<file path="src/rtl/fetch_unit.sv">
// Instruction-fetch stage: drives the ROM two-phase request/ready handshake,
// buffers fetched words with their PCs in a prefetch FIFO, and hands them to
// decode over valid/ready. Branch redirects flush the FIFO and retarget fetch.
module fetch_unit #(
  parameter logic [31:0] RESET_VECTOR = 32'h0000_0000,
  parameter int unsigned FIFO_DEPTH   = 4,
  parameter int unsigned ROM_WAIT     = 3
) (
  input  logic        clk,
  input  logic        rst,
  output logic [31:0] romAddrOut,
  output logic        romTriggerOut,
  input  logic        romReadyIn,
  input  logic [31:0] romDataIn,
  input  logic        branchIn,
  input  logic [31:0] branchTargetIn,
  output logic [31:0] instrOut,
  output logic [31:0] pcOut,
  output logic        instrValidOut,
  input  logic        instrReadyIn
);

  localparam int unsigned PW = $clog2(FIFO_DEPTH);
  localparam int unsigned CW = PW + 1;
  localparam int unsigned WW = $clog2(ROM_WAIT + 1);
  localparam logic [CW-1:0] DEPTH_C = CW'(FIFO_DEPTH);
  localparam logic [WW-1:0] WAIT_C  = WW'(ROM_WAIT);

  typedef enum logic [1:0] {STARTUP, IDLE, BUSY} state_t;

  state_t        state;
  logic [WW-1:0] waitcnt;
  logic [31:0]   pc;
  logic          discard;
  logic          rdy_meta;
  logic          rdy_sync;

  logic [31:0]   fifo_instr [FIFO_DEPTH];
  logic [31:0]   fifo_pc    [FIFO_DEPTH];
  logic [PW-1:0] wptr;
  logic [PW-1:0] rptr;
  logic [CW-1:0] count;

  logic [31:0]   target;
  logic          wait_done;
  logic          capture;
  logic          issue;
  logic          push;
  logic          pop;

  assign target        = branchTargetIn & 32'hFFFF_FFFC;
  // Counter is loaded with ROM_WAIT at issue; the sample lands ROM_WAIT
  // cycles after the toggle, so the value 1 already counts as expired.
  assign wait_done     = (waitcnt <= WW'(1));
  assign capture       = (state == BUSY) && wait_done && rdy_sync;
  assign issue         = (state == IDLE) && (count < DEPTH_C) && !branchIn;
  assign push          = capture && !discard && !branchIn;
  assign instrValidOut = (count != '0);
  assign pop           = instrValidOut && instrReadyIn;
  assign instrOut      = fifo_instr[rptr];
  assign pcOut         = fifo_pc[rptr];

  // Two-flop synchroniser for the asynchronous ROM ready level.
  always_ff @(posedge clk or posedge rst) begin
    if (rst) begin
      rdy_meta <= 1'b0;
      rdy_sync <= 1'b0;
    end else begin
      rdy_meta <= romReadyIn;
      rdy_sync <= rdy_meta;
    end
  end

  // Fetch FSM: startup settle, request issue, wait/capture; plus PC and discard tracking.
  always_ff @(posedge clk or posedge rst) begin
    if (rst) begin
      state         <= STARTUP;
      waitcnt       <= WAIT_C;
      romTriggerOut <= 1'b0;
      romAddrOut    <= {2'b00, RESET_VECTOR[31:2]};
      pc            <= RESET_VECTOR;
      discard       <= 1'b0;
    end else begin
      case (state)
        STARTUP: begin
          if (wait_done) begin
            state   <= IDLE;
            waitcnt <= '0;
          end else begin
            waitcnt <= waitcnt - WW'(1);
          end
        end
        IDLE: begin
          if (issue) begin
            romAddrOut    <= {2'b00, pc[31:2]};
            romTriggerOut <= ~romTriggerOut;
            waitcnt       <= WAIT_C;
            state         <= BUSY;
          end
        end
        BUSY: begin
          if (capture) begin
            state <= IDLE;
          end else if (waitcnt != '0) begin
            waitcnt <= waitcnt - WW'(1);
          end
        end
        default: state <= STARTUP;
      endcase

      // A branch landing on the capture edge drops that word directly, so
      // discard is only armed for an access that is still outstanding.
      if (capture) begin
        discard <= 1'b0;
      end
      if (branchIn && (state == BUSY) && !capture) begin
        discard <= 1'b1;
      end

      if (branchIn) begin
        pc <= target;
      end else if (push) begin
        pc <= pc + 32'd4;
      end
    end
  end

  // Prefetch FIFO: push on kept captures, pop on decode handshake, flush on branch.
  always_ff @(posedge clk or posedge rst) begin
    if (rst) begin
      wptr  <= '0;
      rptr  <= '0;
      count <= '0;
      for (int unsigned i = 0; i < FIFO_DEPTH; i++) begin
        fifo_instr[i] <= '0;
        fifo_pc[i]    <= '0;
      end
    end else if (branchIn) begin
      wptr  <= '0;
      rptr  <= '0;
      count <= '0;
    end else begin
      if (push) begin
        fifo_instr[wptr] <= romDataIn;
        fifo_pc[wptr]    <= pc;
        wptr             <= wptr + PW'(1);
      end
      if (pop) begin
        rptr <= rptr + PW'(1);
      end
      case ({push, pop})
        2'b10:   count <= count + CW'(1);
        2'b01:   count <= count - CW'(1);
        default: count <= count;
      endcase
    end
  end

endmodule

</file>
<file path="config.mk">
export PLATFORM = sky130hd
export DESIGN_NAME = fetch_unit
export DESIGN_NICKNAME = d
export VERILOG_FILES = /design/src/rtl/fetch_unit.sv
export SDC_FILE = /design/constraint.sdc
export NUM_CORES = 1
export LEC_CHECK = 0
export ABC_CLOCK_PERIOD_IN_PS = 9600
export BUFFER_PORTS_ARGS = -buffer_cell sky130_fd_sc_hd__buf_2
export CORE_ASPECT_RATIO = 1.5
export CORE_UTILIZATION = 40
export CTS_BUF_LIST = sky130_fd_sc_hd__clkbuf_8
export DETAILED_ROUTE_END_ITERATION = 10
export GPL_TIMING_DRIVEN = 0
export PLACE_DENSITY = 0.65
export SYNTH_ARGS = -nofsm -noshare
export SYNTH_HDL_FRONTEND = slang
export SYNTH_SLANG_ARGS = --single-unit
</file>
<file path="constraint.sdc">
create_clock -name clk -period 9.6 [get_ports clk]
set_input_delay 0.96 -clock clk [delete_from_list [all_inputs] [get_ports clk]]
set_output_delay 0.96 -clock clk [all_outputs]
set_load 0.1 [all_outputs]
</file>
Word level (Yosys, flattened, before mapping):

Index checks and enable logic that the tools add are counted.

* bitwise gates (word level): 4
* equal/unequal tests: 9
* magnitude comparators: 5
* mux-type cells: 29
* reductions and logical operators: 25
* add/subtract/negate cells: 6

Operator list (count)
* 128-bit bitwise mux: 2
* 32-bit two-way mux: 7
* 32-bit binary-select mux with 2-bit select: 2
* 32-bit demux with 2-bit select: 1
* 32-bit by 3-bit adder with 32-bit output, second input constant: 1
* 2-bit two-way mux: 11
* 2-bit case mux with 3 select lines: 2
* 1-bit logical AND: 10
* 3-bit nonzero test: 3
* 2-bit != test, second input constant: 4
* 2-bit nonzero test: 4
* 3-bit greater-or-equal comparator, second input constant: 2
* 2-bit inverter with 3-bit output: 2
* 3-bit case mux with 2 select lines: 1
* 2-bit by 1-bit adder with 2-bit output, second input constant: 2
* 2-bit by 1-bit == test with 1-bit output, second input constant: 2
* 2-bit == test, second input constant: 2
* 2-bit AND reduction: 2
* 4-bit AND reduction: 1
* 3-bit by 1-bit adder with 3-bit output, second input constant: 1
* 1-bit zero test: 3
* 3-bit by 1-bit < comparator with 1-bit output, second input constant: 1
* 3-bit < comparator, second input constant: 1
* 3-bit two-way mux: 1
* 8 further kinds: 10

* word-level logic and storage cells: 97
* bits in registers: 333
* input bits: 69
* output and inout port bits: 98

Logic depth before layout (Yosys ltp):

* word-level depth: 8
* depth in mapped cells: 11

Least setup slack after synthesis:

No wires, ideal clock.

* path kind: flip-flop to output port
* start: reg rptr[0]
* end: out pcOut[23]
* setup slack: 6.623 ns
* cell stages (with the launch flop): 4
* required time: 8.640 ns
* arrival time: 2.017 ns
* cell sequence: dfrtp_1 > clkbuf_1 > buf_1 > mux4_2

* longest elaborated chain between the ends: 4

RTL lines
* start, declared: line 41 `logic [PW-1:0] rptr;`
* start signal, assigned: line 149 `rptr <= rptr + PW'(1);`
* 2-bit inverter with 3-bit output (implied by the code): line 61 `assign pcOut = fifo_pc[rptr];`
* 32-bit binary-select mux with 2-bit select: line 61
* 32-bit two-way mux (implied by the code) (2 in a row): line 61
* end, declared: line 18 `output logic [31:0] pcOut,`

No other way between the ends. The select of a mux whose other input is x is not followed.

Worst setup path in the final report:

* start: reg rptr[0]
* end: out pcOut[24]

Same word-level chain as after synthesis.

==> impl_metrics.json <==
{
  "fin_cells": 1766,
  "maxCapViolCount": 0,
  "synthCells": 1034,
  "yosys_warnings": 0,
  "ctsResizeCount": 0,
  "pwr-share-seq": 0.322,
  "clockRootBuffer": "clkbuf_8",
  "synth-edff-count": 0,
  "critPathKind": "reg -> out",
  "cts.path.max_buffers": 3,
  "grt_pass1_wl_mm": 52.8,
  "ant_nets": 0,
  "r2r_cells": 8,
  "slew_violations": 0,
  "synth_top_family_by_area": "multiplexers",
  "netSwitchingFraction": 0.483,
  "p_per_area_nw_per_um2": 307,
  "worstSetupEndpointType": "output pin",
  "hold_viol_final": 0,
  "finalCritPeriodShare": 0.433,
  "fin_skew_ps": 37.7,
  "synthArstFlopShare": 1.00,
  "die_x_um": 157,
  "hold_slack_ps": 348,
  "synth_seq_cells": 323,
  "dp_hpwl_mm": 23.3,
  "routed-via-count": 9083,
  "p_comb_frac": 0.463,
  "setup_viol": 0,
  "slew_headroom": 0.205,
  "synth_sequential_area_ratio": 0.561,
  "status": "finished clean",
  "numCtsBuffers": 50,
  "numClockSinks": 323,
  "initial_core_util": 0.408,
  "peakVddDrop_uv": 230,
  "post_cts_buffers": 0,
  "synthAdderAreaFrac": 0.0127,
  "synth_most_common_cell": "dfrtp_1",
  "final_layout_size_suffix_gt1_frac": 0.434,
  "grt_start_max_net_pins": 44,
  "yosys.area.top_type": "dfrtp_1",
  "clk_latency_ps": 600,
  "grt_pass1_vias": 9628,
  "first_pass_iters": 5,
  "hp-class": "in -> async",
  "avgSynthCellArea_um2": 13.9,
  "io_buffers": 160,
  "cts_tree": "yes",
  "syn_area_um2": 14400,
  "cts_max_level": 2,
  "rows": 84,
  "synth.distinct_cells": 42,
  "clockPowerShare": 0.215,
  "grt_overflow": 0,
  "post-route-drc-count": 0,
  "cp_max_fo": 10,
  "wl_per_cell_um": 19.0,
  "p_int_mw": 2.69,
  "critical_path_required_ps": 8640,
  "highest_layer": "met4",
  "antenna_found_initial": 1,
  "dp.cells": 1678,
  "met3_length_mm": 1.43,
  "path_cells": "clkbuf_1 > buf_1 > mux4_2 > buf_2",
  "synth-simple-area-share": 0.0627,
  "wirelength_mm": 33.6,
  "die_h_um": 234,
  "rsz0062_at_grt": "false",
  "io_pins": 167,
  "worst_pin_slew_ps": 1180,
  "synth_commonest_cells": "dfrtp_1, mux2_2, nand2_1, clkbuf_1, mux4_2",
  "synth_xor_area_frac": 0.0219,
  "start_kind": "register",
  "synthTopCellsByArea": "dfrtp_1, mux2_2, mux4_2, nand2_1, clkbuf_1",
  "design.core.area_um2": 35300,
  "cts.clk_slew.worst_paths_ps": 60,
  "critPathArrivalTime_ps": 3190,
  "final_nets": 1340,
  "synth_compound_area_frac": 0.0173,
  "switchingPower_mw": 2.52,
  "syn_to_final_growth_pct": 17.7,
  "wl_met2_mm": 17.6,
  "p_leak_nw": 8.44,
  "fmax_mhz": 241,
  "max_stage_delay_ps": 750,
  "synthFlopType": "dfrtp_1",
  "fill_cells": 3202,
  "setup_tns_ps": 0,
  "gp_congestion": 0.774,
  "postCtsHoldBufs": 0,
  "crit_slowest_cell": "buf_1",
  "dieArea_um2": 36800,
  "wl_met1_mm": 13.6,
  "synthMuxAreaShare": 0.297,
  "yosysTopAreaCellShare": 0.557,
  "grtUsageTotal": 0.188,
  "min_period_ps": 4150,
  "final_core_util": 0.480,
  "via_per_inst": 5.14,
  "drt_first_iter_violations": 422
}
worst max-delay path, delay by kind of cell (launching register included):
family | cells | cell delay (ps)
flops | 1 | 320
mux | 1 | 650
buf+inv | 3 | 1630
kinds of logic after synthesis:
group / Yosys count
other: 1
XOR/XNOR: 36
AND/OR/NAND/NOR: 200
multiplexers: 318
flip-flops: 323
AO/OA/AOI/OAI: 46
adder cells (fa/ha/maj): 14
buffers and inverters: 96
metal layers:
layer	up-vias	track usage
met1	4700	0.226
met4	0	0.0720
met2	196	0.334
met3	59	0.0311
li1	4128	-
met5	-	0
flip-flops by register name, summed over array words and instances (netlist names), 2 cells and up:
register,count
count,3
fifo_instr,128
fifo_pc,120
pc,30
romAddrOut,30
rptr,2
state,2
waitcnt,2
wptr,2
cell type report:
type	count	area, um2	share of cell area
tap	473	592	0.0349
timing repair buffer	168	961	0.0567
multi-input combinational	618	5940	0.350
clock buffer	64	881	0.0519
buffer	86	360	0.0212
antenna	2	5.00	0.000295
clock inverter	22	93.8	0.00553
sequential	323	8090	0.477
inverter	10	41.3	0.00243
path summary, 6_finish.rpt:
check	from	endpoint	slack [ps]
setup / recovery	rptr[0]$_DFFE_PP0P_	pcOut[24]	5450
hold / removal	rst	fifo_instr[57]$_DFFE_PP0P_	350
setup reg to reg	waitcnt[1]$_DFFE_PP1P_	fifo_pc[123]$_DFFE_PP0P_	6580
hold reg to reg	rdy_meta$_DFF_PP0_	rdy_sync$_DFF_PP0_	350
max in group asynchronous	rst	fifo_pc[122]$_DFFE_PP0P_	7870
min in group clk	rdy_meta$_DFF_PP0_	rdy_sync$_DFF_PP0_	350
layout by cell type, fill, tap and decap left out, types with 24 or more instances in the layout:
cell,netlist,final
buf_2,18,178
clkbuf_1,62,62
clkbuf_8,0,64
dfrtp_1,321,321
inv_1,10,24
mux2_2,232,232
mux4_2,62,62
nand2_1,131,131
o21ai_0,30,30
power by group through the flow:
stage / Sequential [mW] / Clock (mW) / Combinational, mW
2_1_floorplan: 2.09 / 0 / 1.63
3_3_place_gp: 1.69 / 0 / 2.41
3_5_place_dp: 1.70 / 0 / 2.43
4_1_cts: 1.68 / 1.16 / 2.44
5_1_grt: 1.70 / 1.22 / 2.52
6_report: 1.68 / 1.12 / 2.41
metrics by stage:
step                      cell area (um2)  setup slack (ps)  power (mW)
final                               17000              5450        5.21
after global routing                17000              5220        5.44
after CTS                           17000              5290        5.28
after detailed placement            16000              5950        4.14
after global placement              15800              2470        4.11
after floorplan                     14400              4330        3.72
(Power assumes the default switching activity.)
